`src/rtl/program_loader_pkg.sv`:
```
// Shared constants for the program loader: FSM state encodings.
package program_loader_pkg;

    localparam int LdrStateBits = 3;

    localparam logic [LdrStateBits-1:0] LDR_RUN     = 3'd0;
    localparam logic [LdrStateBits-1:0] LDR_HOLD    = 3'd1;
    localparam logic [LdrStateBits-1:0] LDR_LOAD    = 3'd2;
    localparam logic [LdrStateBits-1:0] LDR_RELEASE = 3'd3;
    localparam logic [LdrStateBits-1:0] LDR_ERROR   = 3'd4;

endpackage

```
`src/rtl/program_loader_register.sv`:
```
// Plain enable register with synchronous active-low clear (same shape as the program counter).
module program_loader_register #(
    parameter int DataBits = 8
) (
    input  logic                clock,
    input  logic                bReset,
    input  logic                write_enable,
    input  logic [DataBits-1:0] data_in,
    output logic [DataBits-1:0] data_out
);

    always_ff @(posedge clock) begin
        if (!bReset)
            data_out <= '0;
        else if (write_enable)
            data_out <= data_in;
    end

endmodule

```
`src/rtl/program_loader.sv`:
```
// Boot/load controller: freezes the CPU, streams a byte image into program RAM, then
// holds the CPU in reset for a few cycles and lets it run from address 0.
module program_loader
    import program_loader_pkg::*;
#(
    parameter int AddrBits      = 4,
    parameter int DataBits      = 8,
    parameter int Depth         = 16,
    parameter int TimeoutCycles = 255,
    parameter int ResetCycles   = 4
) (
    input  logic                clock,
    input  logic                bReset,
    input  logic                load_start,
    input  logic                byte_valid,
    input  logic [DataBits-1:0] byte_data,
    output logic                byte_ready,
    input  logic [AddrBits-1:0] cpu_ram_addr,
    input  logic [DataBits-1:0] cpu_ram_data,
    input  logic                cpu_ram_we,
    output logic [AddrBits-1:0] ram_addr,
    output logic [DataBits-1:0] ram_data,
    output logic                ram_we,
    output logic                cpu_hold,
    output logic                cpu_bReset,
    output logic                busy,
    output logic                done,
    output logic                error
);

    logic [LdrStateBits-1:0] state;
    logic [AddrBits-1:0]     addr_cnt;
    logic [7:0]              idle_cnt;
    logic [2:0]              rst_cnt;
    logic                    done_q;
    logic                    in_run, in_hold, in_load, transfer, last_byte;

    assign in_run    = (state == LDR_RUN);
    assign in_hold   = (state == LDR_HOLD);
    assign in_load   = (state == LDR_LOAD);
    assign transfer  = in_load & byte_valid;
    assign last_byte = (addr_cnt == AddrBits'(Depth - 1));

    // HOLD clears the write pointer through the register's own clear input.
    program_loader_register #(.DataBits(AddrBits)) addr_reg (
        .clock        (clock),
        .bReset       (bReset & ~in_hold),
        .write_enable (transfer),
        .data_in      (addr_cnt + AddrBits'(1)),
        .data_out     (addr_cnt)
    );

    always_ff @(posedge clock) begin
        if (!bReset) begin
            state    <= LDR_RUN;
            idle_cnt <= '0;
            rst_cnt  <= '0;
            done_q   <= 1'b0;
        end else begin
            done_q <= 1'b0;
            case (state)
                LDR_RUN:
                    if (load_start) state <= LDR_HOLD;
                LDR_HOLD: begin
                    idle_cnt <= '0;
                    state    <= LDR_LOAD;
                end
                LDR_LOAD:
                    if (transfer) begin
                        idle_cnt <= '0;
                        if (last_byte) begin
                            state   <= LDR_RELEASE;
                            rst_cnt <= '0;
                        end
                    end else if (idle_cnt == 8'(TimeoutCycles - 1)) begin
                        state <= LDR_ERROR;
                    end else begin
                        idle_cnt <= idle_cnt + 8'd1;
                    end
                LDR_RELEASE:
                    if (rst_cnt == 3'(ResetCycles - 1)) begin
                        state   <= LDR_RUN;
                        done_q  <= 1'b1;
                        rst_cnt <= '0;
                    end else begin
                        rst_cnt <= rst_cnt + 3'd1;
                    end
                LDR_ERROR:
                    if (load_start) state <= LDR_HOLD;
                default:
                    state <= LDR_RUN;
            endcase
        end
    end

    assign byte_ready = in_load;
    assign cpu_hold   = ~in_run;
    assign cpu_bReset = in_run;
    assign busy       = ~in_run;
    assign done       = done_q;
    assign error      = (state == LDR_ERROR);

    // CPU owns the RAM port only while running; its writes are dropped otherwise.
    assign ram_addr = in_run ? cpu_ram_addr : addr_cnt;
    assign ram_data = in_run ? cpu_ram_data : byte_data;
    assign ram_we   = in_run ? cpu_ram_we   : transfer;

endmodule

```
`config.mk`:
```
export PLATFORM = sky130hd
export DESIGN_NAME = program_loader
export DESIGN_NICKNAME = d
export VERILOG_FILES = /design/src/rtl/program_loader_pkg.sv /design/src/rtl/program_loader_register.sv /design/src/rtl/program_loader.sv
export SDC_FILE = /design/constraint.sdc
export NUM_CORES = 1
export LEC_CHECK = 0
export ABC_AREA = 1
export CAP_MARGIN = 30
export CORE_MARGIN = 10
export CORE_UTILIZATION = 25
export CTS_CLUSTER_SIZE = 24
export DETAILED_ROUTE_END_ITERATION = 8
export PLACE_DENSITY = 0.56
export RECOVER_POWER = 25
export SLEW_MARGIN = 20
export SYNTH_ARGS = -nofsm -noshare
export SYNTH_HDL_FRONTEND = slang
export SYNTH_SLANG_ARGS = --single-unit
```
`constraint.sdc`:
```
create_clock -name clock -period 1.4 [get_ports clock]
set_clock_uncertainty 0.05 [all_clocks]
set_input_delay 0.28 -clock clock [delete_from_list [all_inputs] [get_ports clock]]
set_output_delay 0.28 -clock clock [all_outputs]
set_load 0.005 [all_outputs]
```
# Yosys cells after proc, flatten, opt, wreduce, memory -nomap -nowiden
# Cells that the tools add are included.
# classes
n_addsub	3
mul	0
n_div	0
order_cmp	0
n_eq_ne	14
shift	0
muxes	17
n_bitwise	4
reduce_logical	8
# ops
cell	n
$mux W3	8
$mux W8	3
$pmux W8 S2	1
$pmux W3 S4	1
$eq A3 B2 Y1 const B	3
$add A8 B1 Y8 const B	1
$eq A8 B8 Y1 const B	1
$ne A2 B1 Y1 const B	3
$pmux W3 S2	1
$add A4 B1 Y4 const B	1
$eq A4 B4 Y1 const B	1
$mux W4	1
$reduce_and A2 Y1	2
$reduce_and A4 Y1	1
$reduce_bool A2 Y1	2
$add A3 B1 Y3 const B	1
$eq A3 B1 Y1 const B	1
$eq A3 B3 Y1 const B	1
$logic_not A3 Y1	1
$ne A3 B1 Y1 const B	1
$ne A3 B2 Y1 const B	1
$ne A3 B3 Y1 const B	1
$reduce_and A3 Y1	1
$and A1 B1 Y1	2
4 further kinds	6
# totals
regBits	19
latchBits	0
ram_bits	0
rom_bits	0
input_bits	25
output_inout_bits	19
word_cells	51
n_memories	0

# Depth between registers and ports, before layout
# depth
depth_word	4
depth_mapped	11
mapped_depth_nobuf	11

# By module
# A second synthesis with hierarchy kept.
# unflattened
hier_cells	214
area_unflattened_um2	1257.5
# modules_own_cells
mod	instances	cells_each	area_each_um2	seq_area_each_um2
program_loader	1	189	1091.0	300.3
program_loader_register	1	25	166.4	80.1

# Worst setup path before layout
# OpenSTA, ideal clock, no wires.
# synth_timing
kind	reg2out
from	register state[0]
to	output port cpu_hold
arrival_time_ns	1.086
required_ns	1.070
setup_slack_ns	-0.016
path_stages_with_launch	7
path_buffers	2
path_cell_list	dfxtp_1 > nor2_1 > inv_2 > nor2_4 > inv_2 > buf_2 > buf_4
# synth_via
elab_chain_len	2
# synth_rtl
element	line	rtl
start, declared	program_loader.sv:31	logic [LdrStateBits-1:0] state;
start signal, assigned	program_loader.sv:55	state <= LDR_RUN;
start signal, assigned	program_loader.sv:63	if (load_start) state <= LDR_HOLD;
start signal, assigned	program_loader.sv:66	state <= LDR_LOAD;
$logic_not A3 Y1	program_loader.sv:38	assign in_run = (state == LDR_RUN);
$not A1 Y1	--	
end, declared	program_loader.sv:24	output logic cpu_hold,
# No other way between the ends.

# Worst setup path after layout
# layout_timing
from	register state[1]
to	output port ram_data[7]
# layout_via
elab_chain_len	2
# layout_rtl
element	line	rtl
$logic_not A3 Y1	program_loader.sv:38	
$mux W8	program_loader.sv:105	assign ram_data = in_run ? cpu_ram_data : byte_data;
end, declared	program_loader.sv:22	output logic [DataBits-1:0] ram_data,
# No other way between the ends.

==> flow_summary.ini <==
[run_status]
outcome = finished with violations
failed_checks = negative setup slack

[clock_tree]
clk_pin_slew_ns = 0.07
cts_made_buffers = 3
root_buffer = clkbuf_8
cts_hold_buf = 0
clock_latency_ns = 0.25
h-tree-depth = 1
cts_sinks = 19
clock_path_buffers = 2
cts_tree = yes

[worst_setup_path]
path_class = reg -> out
cp_data_arrival_time_ns = 1.33
worstSetupStartpointType = flip-flop
crit_start = state[1]
critPathMaxFanout = 5
worstPathRequired_ns = 1.07
end_kind = output port
rr_startpoint = state[1]

[timing]
setup_viol = 33
tightest_slew_ns = 0.2429
whs_ns = 0.4044
fin_ws_ns = -0.2583
fin_crit_sh = 1.184
post-route-min-period_ns = 1.658
rsz0062_at_grt = yes
fmax_mhz = 603.0
slew_violations = 0
slew_headroom = 0.8368
hold_viol = 0

[placement]
dp_slack_ns = -0.4413
placed_cell_area_mm2 = 0.002041
portBuffers = 43
gp_congestion = 0.7993
dp_hpwl_mm = 3.181

[layout]
drive_gt1_frac = 0.4561
design_area_mm2 = 0.002491
syn2layout_area_growth_pct = 92.93
final_util = 0.4940
antenna_cells = 0
nets = 326

[drt]
drt_wl_total_mm = 4.251
vias = 1560
drt_iter0_markers = 37
drt-pass1-iter-count = 4
drt-wirelength-per-cell_um = 11.61
drc_errors = 0
avgViaCountPerCell = 4.262
ant_nets = 0

[logic_synthesis]
yosysWarnings = 0
syn_area_mm2 = 0.001291
synthDistinctLibCells = 24
ys_ff_latch = 19
synth_area_leaders = dfxtp_1 29%, nand2_1 20%, nor2_1 8.1%
syn_inst = 205
synth.top_cell.area_share = 0.2946
synth_nets = 234
yosys.area.top_type = dfxtp_1
synth.avg_cell_area_um2 = 6.299
synth_seq_area_share = 0.2946

[floorplanning]
coreArea_mm2 = 0.005042
core.rowCount = 26
initial_core_util = 0.2561
io_pins = 44
die_area_mm2 = 0.008439
die_x_um = 91.87
die_h_um = 91.87

[grt]
grt_first_pass_wirelength_mm = 6.982
grt_overflow_total = 0
grt_pass1_vias = 1547
antenna_found_initial = 0
track_usage = 0.09621
grt_max_degree = 14

[power]
leakagePower_nw = 1.135
ir_worst_vdd_uv = 605.4
power_density_mw_per_mm2 = 1636

[run]
maxCapViolations = 0

[min_path]
min_from = rst_cnt[2]
min_path_type = reg -> reg
-- cell usage in the layout, fill, tap and decap left out, drive strengths merged --
master / Yosys / routed
a21oi: 10 / 10
a41oi: 1 / 1
buf: 3 / 63
clkbuf: 0 / 3
clkdlybuf4s15: 0 / 2
clkdlybuf4s50: 0 / 23
clkinv: 1 / 2
dfxtp: 19 / 19
dlygate4sd2: 0 / 2
ha: 4 / 4
inv: 25 / 25
nand2: 72 / 72
nand3: 19 / 19
nand4: 1 / 1
nor2: 37 / 37
nor3: 2 / 2
nor4: 1 / 1
o21ai: 9 / 9
xor2: 1 / 1
-- area by class of cell --
type	instances	area, um2
fillers	510	2551
inverters	26	113.9
flip-flops and latches	19	384.1
multi-input cells	157	1036
clock inverters	1	5.005
repair buffers	90	823.3
well taps	70	87.58
clock buffers	3	41.29
-- routing by layer --
metal / GRT usage / vias up / part of all wire
met3: 0.01793 / 4 / 0.052
met5: 0 / - / 0
li1: - / 826 / -
met2: 0.1618 / 46 / 0.46
met4: 0.01928 / 0 / 0.0059
met1: 0.1248 / 684 / 0.48
-- state kept, by name (all words and copies together), names as in the netlist --
register and flops:
state 3, idle_cnt 8, done 1, rst_cnt 3
addr_reg.data_out 4
-- final timing paths --
check / to / slack [ns] / cells after the start
worst max-delay path: ram_data[7] / -0.26 / 8
worst min register to register: rst_cnt[2] / 0.40 / 2
worst min-delay path: rst_cnt[2] / 0.40 / 2
worst max register to register: idle_cnt[0] / -0.19 / 11
-- synth_stat cells --
library cell / instances
nor2_1: 28
nand3_4: 3
a21oi_4: 1
nor2_2: 6
nand2_1: 70
nand3_1: 15
nor2_4: 3
nand3_2: 1
nor3_1: 2
inv_2: 6
buf_4: 1
dfxtp_1: 19
a41oi_1: 1
o21ai_0: 8
nor4_1: 1
o21ai_1: 1
nand2_4: 2
xor2_1: 1
a21oi_1: 9
ha_1: 4
clkinv_1: 1
nand4_1: 1
inv_1: 19
buf_2: 2
-- timing repair --
item	CTS	global route
resized for setup	105	65
setup buffers	9	8
pin swaps	14	25
setup endpoints to repair	31	34
hold endpoints to repair	0	0
-- kinds of logic (layout without fill, tap and decap cells) --
| family | count (synthesis) | after routing | share of synthesized area |
|---|---|---|---|
| buffers and inverters | 29 | 120 | 0.08915 |
| xor gates and xnor gates | 1 | 1 | 0.006784 |
| adders and majority gates | 4 | 4 | 0.03876 |
| and+or+nand+nor | 132 | 132 | 0.4816 |
| DFF | 19 | 19 | 0.2946 |
| AOI/OAI and AO/OA | 20 | 20 | 0.08915 |
-- power breakdown --
group / internal, mW / leakage, nW / switching [mW]
Combinational: 1.55 / 0.955 / 1.48
Clock: 0.198 / 0.0255 / 0.187
Sequential: 0.614 / 0.155 / 0.0516
-- critical path, cell delays in order, from the launching register on --
cell	delay (ns)
dfxtp_2	0.34
nor2_4	0.11
inv_2	0.05
nor2_4	0.13
buf_12	0.13
buf_6	0.10
nand2_1	0.04
nand2_1	0.06
buf_2	0.11
-- through the flow --
step                      TNS, ns  instances  power (mW)
after global placement     -8.880        346       2.860
final                      -5.781        366       4.075
after floorplan                 0        205       1.718
after global routing       -8.912        366       4.441
after detailed placement   -9.510        346       2.867
after CTS                  -4.905        359       3.553
Power figures use the tool's default switching activity.
